**src/rtl/piccolo80_enc_ctrl.sv**
```systemverilog
// Piccolo-80 encryption sequencer: whitening, per-round key/constant selection,
// one round per clock through an external combinational round core.
module piccolo80_enc_ctrl #(
  parameter int ROUNDS = 25
) (
  input  logic        clk,
  input  logic        rst,
  input  logic        start,
  input  logic [79:0] key,
  input  logic [63:0] plaintext,
  output logic        busy,
  output logic        done,
  output logic [63:0] ciphertext,
  output logic [63:0] rc_state,
  output logic [31:0] rc_rk0,
  output logic [4:0]  rc_round,
  input  logic [63:0] rc_result
);

  typedef enum logic {IDLE, RUN} fsm_t;

  localparam logic [4:0] LAST = 5'(ROUNDS - 1);

  fsm_t        fsm;
  logic [79:0] key_q;
  logic [4:0]  ctr;
  logic [2:0]  phase;
  logic [2:0]  phase_nxt;

  // Key word k0 sits in the most significant 16 bits of the key bus.
  function automatic logic [31:0] round_key(input logic [79:0] k, input logic [2:0] ph);
    logic [31:0] rk;
    case (ph)
      3'd0, 3'd2: rk = k[47:16];
      3'd1, 3'd4: rk = k[79:48];
      default:    rk = {k[15:0], k[15:0]};
    endcase
    return rk;
  endfunction

  function automatic logic [63:0] pre_whiten(input logic [63:0] pt, input logic [79:0] k);
    logic [15:0] wk0;
    logic [15:0] wk1;
    wk0 = {k[79:72], k[55:48]};
    wk1 = {k[63:56], k[71:64]};
    return {pt[63:48] ^ wk0, pt[47:32], pt[31:16] ^ wk1, pt[15:0]};
  endfunction

  function automatic logic [63:0] post_whiten(input logic [63:0] t, input logic [79:0] k);
    logic [15:0] wk2;
    logic [15:0] wk3;
    wk2 = {k[15:8], k[23:16]};
    wk3 = {k[31:24], k[7:0]};
    return {t[63:48] ^ wk2, t[47:32], t[31:16] ^ wk3, t[15:0]};
  endfunction

  // The core always applies RP; the final round must not have it.
  function automatic logic [63:0] inv_rp(input logic [63:0] r);
    return {r[15:8], r[39:32], r[63:56], r[23:16], r[47:40], r[7:0], r[31:24], r[55:48]};
  endfunction

  assign phase_nxt = (phase == 3'd4) ? 3'd0 : phase + 3'd1;

  always_ff @(posedge clk or posedge rst) begin
    if (rst) begin
      fsm        <= IDLE;
      busy       <= 1'b0;
      done       <= 1'b0;
      ciphertext <= '0;
      rc_state   <= '0;
      rc_rk0     <= '0;
      rc_round   <= 5'd1;
      ctr        <= '0;
      phase      <= '0;
      key_q      <= '0;
    end else begin
      done <= 1'b0;
      case (fsm)
        IDLE: begin
          if (start) begin
            key_q    <= key;
            rc_state <= pre_whiten(plaintext, key);
            rc_rk0   <= round_key(key, 3'd0);
            rc_round <= 5'd1;
            ctr      <= '0;
            phase    <= '0;
            busy     <= 1'b1;
            fsm      <= RUN;
          end
        end
        RUN: begin
          if (ctr == LAST) begin
            ciphertext <= post_whiten(inv_rp(rc_result), key_q);
            done       <= 1'b1;
            busy       <= 1'b0;
            ctr        <= '0;
            phase      <= '0;
            rc_round   <= 5'd1;
            fsm        <= IDLE;
          end else begin
            rc_state <= rc_result;
            ctr      <= ctr + 5'd1;
            phase    <= phase_nxt;
            rc_round <= ctr + 5'd2;
            rc_rk0   <= round_key(key_q, phase_nxt);
          end
        end
      endcase
    end
  end

endmodule
```
**config.mk**
```make
export PLATFORM = sky130hd
export DESIGN_NAME = piccolo80_enc_ctrl
export DESIGN_NICKNAME = d
export VERILOG_FILES = /design/src/rtl/piccolo80_enc_ctrl.sv
export SDC_FILE = /design/constraint.sdc
export NUM_CORES = 1
export LEC_CHECK = 0
export CAP_MARGIN = 40
export CELL_PAD_IN_SITES_DETAIL_PLACEMENT = 0
export CELL_PAD_IN_SITES_GLOBAL_PLACEMENT = 1
export CORE_UTILIZATION = 30
export DETAILED_ROUTE_END_ITERATION = 6
export GPL_TIMING_DRIVEN = 0
export PLACE_DENSITY_LB_ADDON = 0.1
export SYNTH_ARGS = -nofsm -noshare
export SYNTH_HDL_FRONTEND = slang
export SYNTH_SLANG_ARGS = --single-unit
```
**constraint.sdc**
```tcl
create_clock -name clk -period 7.5 [get_ports clk]
set_input_delay 0.75 -clock clk [delete_from_list [all_inputs] [get_ports clk]]
set_output_delay 0.75 -clock clk [all_outputs]
set_load 0.01 [all_outputs]
```
* Word level (Yosys, flattened, before mapping)
Cells that the tools add are included.
** Operators by class
- Reduce and logical (&&, ||, !) cells :: 7
- Bitwise gates (word level) :: 5
- Mux-type cells :: 25
- Add/sub/neg operators :: 3
- Equality and inequality tests :: 8
** Operators with widths (count)
- $mux 64 :: 2
- $pmux 32 s2 :: 2
- $pmux 64 s2 :: 1
- $mux 32 :: 2
- $xor 16x16->16 :: 4
- $mux 5 :: 4
- $pmux 5 s2 :: 2
- $mux 3 :: 3
- $reduce_and 2->1 :: 4
- $eq 3x3->1 const B :: 2
- $mux 1 :: 6
- $pmux 3 s2 :: 1
- $add 5x1->5 const B :: 1
- $add 5x2->5 const B :: 1
- $eq 5x5->1 const B :: 1
- $ne 2x2->1 const B :: 2
- $pmux 1 s2 :: 2
- $reduce_or 2->1 :: 2
- $add 3x1->3 const B :: 1
- $eq 3x1->1 const B :: 1
- $eq 3x2->1 const B :: 1
- $logic_not 3->1 :: 1
- $ne 2x1->1 const B :: 1
- $not 1->1 :: 1
** Storage, ports and cells
- Word-level logic and storage cells :: 58
- Input bits :: 211
- Output and inout bits :: 167
- Flip-flop bits (word level) :: 256

* Logic depth before layout (Yosys ltp)
Gate-level depths: netlist of run 1.
- Depth after elaboration :: 7
- Mapped depth :: 9
- Gate-level depth less buffers :: 8

* Worst setup path before layout of run 1
OpenSTA, ideal clock, no wires.
- Path kind :: register to register
- Start point :: reg phase[0]
- End point :: reg rc_rk0[22]
- Cell stages (with the launch flop) :: 9
- Clock period less this slack :: 1.965 ns
- Setup time :: 0.094 ns
- Slack :: 5.535 ns
- Data arrival time :: 1.871 ns
- Path buffers :: 1
- Required time :: 7.406 ns
- Path through :: dfrtp_1 -> inv_2 -> ha_1 -> nor2b_1 -> nor3_2 -> and2_1 -> buf_4 -> a22oi_1 -> a211oi_1
** Between the ends
- Cells in the longest elaborated chain, start to end :: 7
- Elaborated cells on any way between the ends :: 12
- Those cells by class :: add/sub (1); eq/ne (4); mux (4); reduce/logical (3)
** Ends and longest elaborated chain
- from (decl) :: line 27 : logic [2:0] phase;
- from (signal assigned) :: line 103 : phase <= phase_nxt;
- $add 3x1->3 / $eq 3x3->1 (equally long branches) :: line 62 : assign phase_nxt = (phase == 3'd4) ? 3'd0 : phase + 3'd1;
- $mux 3 (*) :: line 62
- $eq 3x1->1 (tied with other cells) :: line 33 : case (ph)
- $reduce_or 2->1 :: line 33
- $pmux 32 s2 (*) :: line 33
- $mux 32 (*) :: line 92 : if (ctr == LAST) begin
- $pmux 32 s2 (*) :: line 78 : case (fsm)
- to (signal assigned) :: line 83 : rc_rk0 <= round_key(key, 3'd0);
- to (signal assigned) :: line 105 : rc_rk0 <= round_key(key_q, phase_nxt);
- to (decl) :: line 15 : output logic [31:0] rc_rk0,
Every way passes the cells marked *; elsewhere a longest branch is shown, timed or not. The select of a mux whose other input is x is not followed.
A chain may end at the register's enable or synchronous reset.

* Worst setup path after layout of run 1
- Start point :: reg phase[0]
- End point :: reg rc_rk0[0]
The elaborated chain is that of the path after synthesis.

==> results.yml, run 1 <==
flow_run:
  drv_cap: 0
logic_synthesis:
  yosysUniqueCellTypes: 51
  yosysWarningCount: 0
  ys_seq_elements: 256
  post_synth_instance_area_um2: 11400
  synth-async-reset-ratio_pct: 100
  seq_area_frac_synth_pct: 56.1
  synthesized_netlist_net_count: 1436
  synth-edff-count: 0
  synthesis.instances: 1219
  avgSynthCellArea_um2: 9.37
  synth_flop_cell: "dfrtp_1"
finish:
  fraction_of_layout_cells_with_a_size_suffix_above_1_pct: 6.98
  area_overhead_vs_synth_pct: 49.6
  num-nets-final: 1855
  final_cell_mix: "nand2_1, clkdlybuf4s50_1, dfrtp_1, o21ai_0, xnor2_1"
  register_area_um2: 6410
  layout.cells.most_common: "nand2_1"
  final_instance_count_excl_fillers: 2175
  nFillCells: 3770
  multi_input_area_um2: 4600
power_and_ir_drop:
  power_per_cell_area_nw_per_um2: 403
  p_leak_nw: 7.80
  ir_worst_vdd_v: 0.000190
detailed_routing:
  vias_per_cell: 4.70
  route.vias.total: 10200
  drt_iter0_markers: 443
  first_pass_iters: 5
  drtAntennaViolNets: 0
  route.final.wire_length_um: 45900
  remaining_drc_errors: 0
  detail_route.wl_per_cell_um: 21.1
global_route:
  grt_first_pass_wirelength_um: 67800
  antenna_found_initial: 2
  grtUsageTotal_pct: 23.6
  largest_net_degree_at_the_start_of_global_routing: 36
  grt_pass1_vias: 10400
  grt_overflow: 0
sta:
  timing.hold.ws_ps: 475
  fin_tns_setup_ps: 0
  slew_violations: 0
  fin_crit_sh_pct: 34.8
  finalHoldViolCount: 0
  rsz_0062_raised_after_global_routing: "false"
  max_clock_freq_mhz: 383
  post-route-min-period_ps: 2610
  worst_slew_margin_rel_pct: 44.9
  finalClockSkew_ps: 24.1
  max_slew.worst_pin.slew_ps: 826
  setup_violations: 0
clocking:
  clockRootBuffer: "clkbuf_16"
  clkSinkCount: 256
  tritoncts.num_buffers: 30
  htree_levels: 1
  ctsLongestPathBuffers: 3
  clkTransAtPathRegs_ps: 60
  post_cts_resized: 0
  cts_hold_buffers: 0
  clk-insertion-delay-late_ps: 570
  tritoncts: "done"
  cts_setup_buffers: 0
floorplanning:
  die_height_um: 197
  num_rows: 71
  initial_core_util_pct: 30.4
  design.die.area_um2: 38900
  io-pin-count: 378
  floorplan_core_area_um2: 37600
  die_w_um: 197
worst_setup_path:
  crit_path_top_delay_cell: "nor3_2"
  criticalPathCategory: "flip-flop to flip-flop"
  worst_setup_path_end_kind: "flip-flop"
  worst_ep_arrival_time_ps: 3120
  crit_chain: "inv_2, ha_1, nor2b_1, nor3_2, buf_2, a32oi_1, a22oi_1, a21o_1"
  worst-endpoint-required_ps: 8010
  crit_path_max_fanout: 10
  critPathLaunchType: "flip-flop"
  largest_stage_delay_on_the_critical_path_ps: 520
place:
  hpwlAfterDp_um: 35600
  port-buffer-count: 377
  dpl.cell_count: 2117
  place.gp.congestion: 0.841
min_path:
  hold_path.class: "flip-flop to flip-flop"
status:
  status: "completed"
## cells in the mapped netlist, drive strengths merged, types with 8 or more instances
| cell | number | area (µm²) |
|---|---|---|
| a21o | 24 | 180 |
| a21oi | 41 | 205 |
| a22oi | 30 | 225 |
| a32oi | 24 | 210 |
| buf | 45 | 264 |
| clkbuf | 31 | 116 |
| dfrtp | 255 | 6380 |
| inv | 8 | 30.0 |
| mux2i | 33 | 330 |
| nand2 | 451 | 1700 |
| nor2 | 40 | 150 |
| o21ai | 109 | 546 |
| o22ai | 16 | 100 |
| xnor2 | 66 | 578 |
## state kept, by name (all words and copies together) (netlist names)
signal / count
rc_rk0: 32
ciphertext: 64
fsm: 1
busy: 1
rc_round: 5
phase: 3
key_q: 80
done: 1
ctr: 5
rc_state: 64
## worst max-delay path, delay by kind of cell, from the launching register on
family,cells,cell delay (ps)
simple gates,2,730
buf+inv,2,430
fa+ha+maj,1,370
compound gates,3,570
flops,1,450
## metal layers
| metal | routed length [µm] | vias up | part of all wire (%) | GRT usage [%] |
|---|---|---|---|---|
| met5 | 0 | - | 0 | 0 |
| met4 | 1100 | 0 | 2.4 | 6.49 |
| met3 | 2880 | 55 | 6.3 | 5.33 |
| met2 | 21200 | 301 | 46 | 38.2 |
| met1 | 20700 | 4951 | 45 | 31.7 |
| li1 | - | 4916 | - | - |
## stage by stage
step                      utilization, %  cell area (µm²)  setup WS, ps  total power (W)
after global routing                45.5            17100          4730          0.00734
after CTS                           45.5            17100          4890          0.00697
after floorplan                        -            11400          3380          0.00384
after global placement              42.1            15800           966          0.00533
final                               45.5            17100          4890          0.00689
after detailed placement            42.6            16000          4490          0.00536
## cells by family after synthesis
logic type	count (synthesis)	synth area share, %
xor+xnor	67	5.14
simple gates	514	17.6
flops	256	56.1
compound gates	256	13.7
fa+ha+maj	6	0.657
buf+inv	85	3.63
mux	35	3.12
## area by class of cell
class / instances / share of cell area (%)
Multi-Input combinational cell: 878 / 26.9
Buffer: 76 / 2.23
Sequential cell: 256 / 37.5
Clock inverter: 15 / 1.12
Timing Repair Buffer: 387 / 23.2
Tap cell: 511 / 3.74
Clock buffer: 40 / 5.08
Antenna cell: 3 / 0.0439
Inverter: 9 / 0.220
## power by group
part | internal, W | switching (W) | leakage (nW)
Combinational | 0.00143 | 0.00151 | 4.24
Clock | 0.000947 | 0.000617 | 0.525
Sequential | 0.00197 | 0.000411 | 3.03
Total | 0.00435 | 0.00254 | 7.80
## final timing paths
check,from,to,slack [ps],cells after the start
min in group asynchronous,rst,ciphertext[30]$_DFFE_PP0P_,530,2
worst min-delay path,ciphertext[29]$_DFFE_PP0P_,ciphertext[29]$_DFFE_PP0P_,470,2
max in group asynchronous,rst,ciphertext[7]$_DFFE_PP0P_,5490,7
worst max register to register,phase[0]$_DFFE_PP0P_,rc_rk0[0]$_DFFE_PP0P_,4890,8
worst max-delay path,phase[0]$_DFFE_PP0P_,rc_rk0[0]$_DFFE_PP0P_,4890,8
worst min register to register,ciphertext[29]$_DFFE_PP0P_,ciphertext[29]$_DFFE_PP0P_,470,2
Note: power is estimated with default switching activity, not from simulation.
==> run 2: changes to the inputs <==
==> constraint.sdc (replaced) <==
create_clock -name clk -period 2.5 [get_ports clk]
set_input_delay 0.25 -clock clk [delete_from_list [all_inputs] [get_ports clk]]
set_output_delay 0.25 -clock clk [all_outputs]
set_load 0.01 [all_outputs]
==> results.yml, run 2 (same netlist as run 1, synthesis figures left out) <==
sta:
  fin_crit_sh_pct: 98.2
  setup_violations: 0
  finalWorstSetupSlack_ps: 44.9
  finalHoldViolCount: 0
  max_slew.worst_pin.slew_ps: 814
  post-route-min-period_ps: 2460
  rsz_0062_raised_after_global_routing: "true"
  fin_tns_setup_ps: 0
  finalClockSkew_ps: 22.7
  max_clock_freq_mhz: 407
  slew_violations: 0
  worst_slew_margin_rel_pct: 45.7
worst_setup_path:
  crit_path_max_fanout: 10
  largest_stage_delay_on_the_critical_path_ps: 450
  timing.critical_path.buf_inv: 2
  dominant_delay_contributor_by_cell_family_on_the_critical_path: "compound AO/OA/AOI/OAI gates"
  critical_path_depth: 8
  worst-endpoint-required_ps: 2960
  worst_setup_path_end_kind: "flip-flop"
  rr_worst_depth: 8
  crit_chain: "inv_2, ha_1, nor2b_2, nand2b_1, buf_2, o22ai_1, a22oi_1, a21o_1"
  crit_path_top_delay_cell: "dfrtp_1"
  worst_ep_arrival_time_ps: 2920
  critPathLaunchType: "flip-flop"
  reg2reg_slack_ps: 40
  criticalPathCategory: "flip-flop to flip-flop"
place:
  port-buffer-count: 377
  place.gp.congestion: 0.841
  hpwlAfterDp_um: 35600
  dpl.cell_count: 2117
  place_worst_setup_slack_ps: -102
  placed_cell_area_um2: 16000
detailed_routing:
  first_pass_iters: 7
  drtAntennaViolNets: 0
  route.vias.total: 10200
  remaining_drc_errors: 0
  drt_iter0_markers: 473
  vias_per_cell: 4.69
  route.final.wire_length_um: 45900
  detail_route.wl_per_cell_um: 21.1
global_route:
  grtUsageTotal_pct: 23.6
  grt_overflow: 0
  grt_pass1_vias: 10400
  largest_net_degree_at_the_start_of_global_routing: 36
  grt_first_pass_wirelength_um: 67800
  antenna_found_initial: 2
clocking:
  htree_levels: 1
  cts_hold_buffers: 0
  clkSinkCount: 256
  ctsLongestPathBuffers: 3
  tritoncts: "done"
  clkTransAtPathRegs_ps: 60
  tritoncts.num_buffers: 30
  cts_setup_buffers: 0
  clk-insertion-delay-late_ps: 570
  clockRootBuffer: "clkbuf_16"
floorplanning:
  floorplan_core_area_um2: 37600
  die_w_um: 197
  design.die.area_um2: 38900
  io-pin-count: 378
  die_height_um: 197
  initial_core_util_pct: 30.4
  num_rows: 71
finish:
  layout.cells.most_common: "nand2_1"
  utilization_pct: 45.6
  most_flop_heavy_register: "key_q"
  reg_top3: "key_q x80, ciphertext x64, rc_state x64"
  nFillCells: 3767
  num-nets-final: 1855
  area_overhead_vs_synth_pct: 50.2
  final_cell_mix: "nand2_1, clkdlybuf4s50_1, dfrtp_1, o21ai_0, xnor2_1"
  fraction_of_layout_cells_with_a_size_suffix_above_1_pct: 7.65
  final_instance_count_excl_fillers: 2175
  final_area_um2: 17100
  largest_register_ff_count: 80
min_path:
  hold_path.class: "input port to async pin"
power_and_ir_drop:
  ir_worst_vdd_v: 0.000571
  power_per_cell_area_nw_per_um2: 1210
  p_leak_nw: 7.83
flow_run:
  drv_cap: 0
status:
  status: "completed"
## run 2: changes by cell type in the layout (fill, tap and decap cells not counted), sizes merged
cell / delta
clkbuf: +2
clkinvlp: +1
inv: -1
buf: -2
## run 2: worst reg2reg max path: cells and delay by family (launching register included)
family	cells	cell delay, ps
AO/OA/AOI/OAI	3	780
flip-flops	1	450
AND/OR/NAND/NOR	2	430
adder cells (fa/ha/maj)	1	370
buffers and inverters	2	320
## run 2: layout make-up
type                    instances  area (µm²)  share of cell area (%)
flip-flops and latches        256        6410                    37.4
clock buffers                  40         868                    5.06
repair buffers                387        3960                    23.1
inverters                       9        41.3                   0.241
diodes                          3        7.51                  0.0438
well taps                     511         639                    3.73
clock inverters                15         191                    1.12
multi-input cells             878        4640                    27.1
plain buffers                  76         389                    2.27
## run 2: metal layers
metal / vias up / GRT usage [%] / wire length, µm
met5: - / 0 / 0
met4: 0 / 6.29 / 1080
met3: 55 / 5.33 / 2840
met2: 295 / 38.3 / 21300
met1: 4941 / 31.6 / 20700
li1: 4915 / - / -
## run 2: worst paths after layout
| kind | startpoint | end |
|---|---|---|
| max in group asynchronous | rst | ciphertext[7]$_DFFE_PP0P_ |
| min in group clk | key[9] | key_q[9]$_DFFE_PP0P_ |
| setup reg to reg | phase[0]$_DFFE_PP0P_ | rc_rk0[20]$_DFFE_PP0P_ |
| setup / recovery | phase[0]$_DFFE_PP0P_ | rc_rk0[20]$_DFFE_PP0P_ |
| hold / removal | rst | ciphertext[30]$_DFFE_PP0P_ |
| hold reg to reg | key_q[41]$_DFFE_PP0P_ | key_q[41]$_DFFE_PP0P_ |
## run 2: metrics by stage
stage / hold slack [ps] / power [W]
3_3_place_gp: 458 / 0.0160
4_1_cts: 22.8 / 0.0210
2_1_floorplan: 336 / 0.0115
6_report: 32.1 / 0.0208
5_1_grt: 49.2 / 0.0221
3_5_place_dp: 461 / 0.0161
## run 2: timing repair
action	in CTS	in global routing
endpoints found under the setup margin	3	54
resized for setup	4	13
gates cloned	0	0
pin swaps	0	1
## run 2: report_power, final
group / switching (W) / total [W] / leakage [nW] / internal, W
Combinational: 0.00460 / 0.00896 / 4.28 / 0.00436
Sequential: 0.00124 / 0.00715 / 3.03 / 0.00591
Clock: 0.00185 / 0.00469 / 0.525 / 0.00284
Total: 0.00769 / 0.0208 / 7.83 / 0.0131
==> run 3: changes to the inputs <==
--- a/config.mk
+++ b/config.mk
@@ -8,7 +8,7 @@
 export CAP_MARGIN = 40
 export CELL_PAD_IN_SITES_DETAIL_PLACEMENT = 0
 export CELL_PAD_IN_SITES_GLOBAL_PLACEMENT = 1
-export CORE_UTILIZATION = 30
+export CORE_UTILIZATION = 34
 export DETAILED_ROUTE_END_ITERATION = 6
 export GPL_TIMING_DRIVEN = 0
 export PLACE_DENSITY_LB_ADDON = 0.1
==> results.yml, run 3 (same netlist as run 1, synthesis figures left out) <==
place:
  place.gp.congestion: 0.867
  port-buffer-count: 377
  hpwlAfterDp_um: 34700
sta:
  fin_tns_setup_ps: 0
  finalHoldViolCount: 0
  slew_violations: 0
  rsz_0062_raised_after_global_routing: "true"
  setup_violations: 0
  fin_crit_sh_pct: 98.2
  max_clock_freq_mhz: 407
  timing.hold.ws_ps: 160
  post-route-min-period_ps: 2460
  finalClockSkew_ps: 16.4
  max_slew.worst_pin.slew_ps: 861
  worst_slew_margin_rel_pct: 42.6
clocking:
  clk-insertion-delay-late_ps: 560
  cts_setup_buffers: 0
  htree_levels: 1
  ctsLongestPathBuffers: 3
  clkTransAtPathRegs_ps: 60
  clockRootBuffer: "clkbuf_16"
  clkSinkCount: 256
  tritoncts.num_buffers: 30
  tritoncts: "done"
finish:
  most_flop_heavy_register: "key_q"
  largest_register_ff_count: 80
  num-nets-final: 1855
  final_cell_mix: "nand2_1, clkdlybuf4s50_1, dfrtp_1, o21ai_0, xnor2_1"
  area_overhead_vs_synth_pct: 49.6
  utilization_pct: 52.1
  reg_top3: "key_q x80, ciphertext x64, rc_state x64"
  layout.cells.most_common: "nand2_1"
  fraction_of_layout_cells_with_a_size_suffix_above_1_pct: 7.23
  nFillCells: 3161
floorplanning:
  design.die.area_um2: 34300
  die_w_um: 185
  io-pin-count: 378
  initial_core_util_pct: 34.8
  die_height_um: 185
  floorplan_core_area_um2: 32800
  num_rows: 66
worst_setup_path:
  worst_setup_path_end_kind: "flip-flop"
  critPathLaunchType: "flip-flop"
  crit_path_max_fanout: 10
  worst-endpoint-required_ps: 2940
  worst_ep_arrival_time_ps: 2890
  criticalPathCategory: "flip-flop to flip-flop"
detailed_routing:
  route.final.wire_length_um: 44900
  drtAntennaViolNets: 0
  first_pass_iters: 5
  vias_per_cell: 4.94
  drt_iter0_markers: 601
  remaining_drc_errors: 0
  detail_route.wl_per_cell_um: 21.3
  route.vias.total: 10400
global_route:
  grt_overflow: 0
  grt_pass1_vias: 10400
  gr-usage-met1_pct: 33.5
  gr_busiest_metal: "met2"
  grtUsageTotal_pct: 25.8
  met3_track_usage_gr_pct: 6.86
  antenna_found_initial: 4
  grt_first_pass_wirelength_um: 65000
  met2_usage_grt_pct: 42.5
  largest_net_degree_at_the_start_of_global_routing: 37
min_path:
  hold_path.class: "input port to async pin"
power_and_ir_drop:
  ir_worst_vdd_v: 0.000620
  p_leak_nw: 7.84
  power_per_cell_area_nw_per_um2: 1220
status:
  status: "completed"
flow_run:
  drv_cap: 0
-- run 3: timing repair --
item	CTS	global route
hold buffers	0	0
hold endpoints to repair	0	0
setup endpoints to repair	3	50
resized for setup	2	11
-- run 3: metrics by stage --
stage | power, W | setup WS (ps) | cell area, µm² | instances
2_1_floorplan | 0.0115 | -1120 | 11400 | 1219
3_5_place_dp | 0.0160 | -22.9 | 15900 | 2048
6_report | 0.0209 | 44.9 | 17100 | 2105
5_1_grt | 0.0221 | -15.7 | 17100 | 2104
3_3_place_gp | 0.0159 | -3370 | 15800 | 2038
4_1_cts | 0.0209 | -11.4 | 17000 | 2102
-- run 3: layout make-up --
type | count | area, µm² | area share (%)
multi-input combinational | 878 | 4650 | 27.2
sequential | 256 | 6410 | 37.5
clock inverter | 8 | 143 | 0.835
inverter | 9 | 37.5 | 0.220
timing repair buffer | 387 | 3960 | 23.2
tap | 442 | 553 | 3.24
antenna | 3 | 7.51 | 0.0439
buffer | 76 | 390 | 2.28
clock buffer | 46 | 932 | 5.46
-- run 3: report_power, final --
group	leakage (nW)	internal, W	switching (W)
clock	0.528	0.00295	0.00179
combinational	4.28	0.00439	0.00461
sequential	3.03	0.00591	0.00123
-- run 3: worst paths after layout --
path                                            startpoint                    endpoint  slack [ps]  cells after the start
worst max-delay path                  phase[0]$_DFFE_PP0P_       rc_rk0[0]$_DFFE_PP0P_          40                      8
worst max register to register        phase[0]$_DFFE_PP0P_       rc_rk0[0]$_DFFE_PP0P_          40                      8
max in group asynchronous                              rst    rc_state[59]$_DFFE_PP0P_        1450                      4
min in group clk                                    key[5]        key_q[5]$_DFFE_PP0P_         220                      3
worst min register to register  ciphertext[15]$_DFFE_PP0P_  ciphertext[15]$_DFFE_PP0P_         470                      2
worst min-delay path                                   rst    rc_state[10]$_DFFE_PP0P_         160                      2
-- run 3: worst max-delay path, cell delays in order (launching register included) --
cell	delay (ps)
dfrtp_1	480
inv_2	90
ha_1	380
nor2b_2	210
nand2b_1	220
clkbuf_4	240
o22ai_1	370
a22oi_2	150
a21o_1	180
-- run 3: layer usage --
| layer | wire (µm) | part of all wire, % | up-vias |
|---|---|---|---|
| met5 | 12 | 0.027 | - |
| li1 | - | - | 4915 |
| met3 | 3560 | 7.9 | 59 |
| met4 | 957 | 2.1 | 2 |
| met2 | 21000 | 47 | 374 |
| met1 | 19300 | 43 | 5045 |
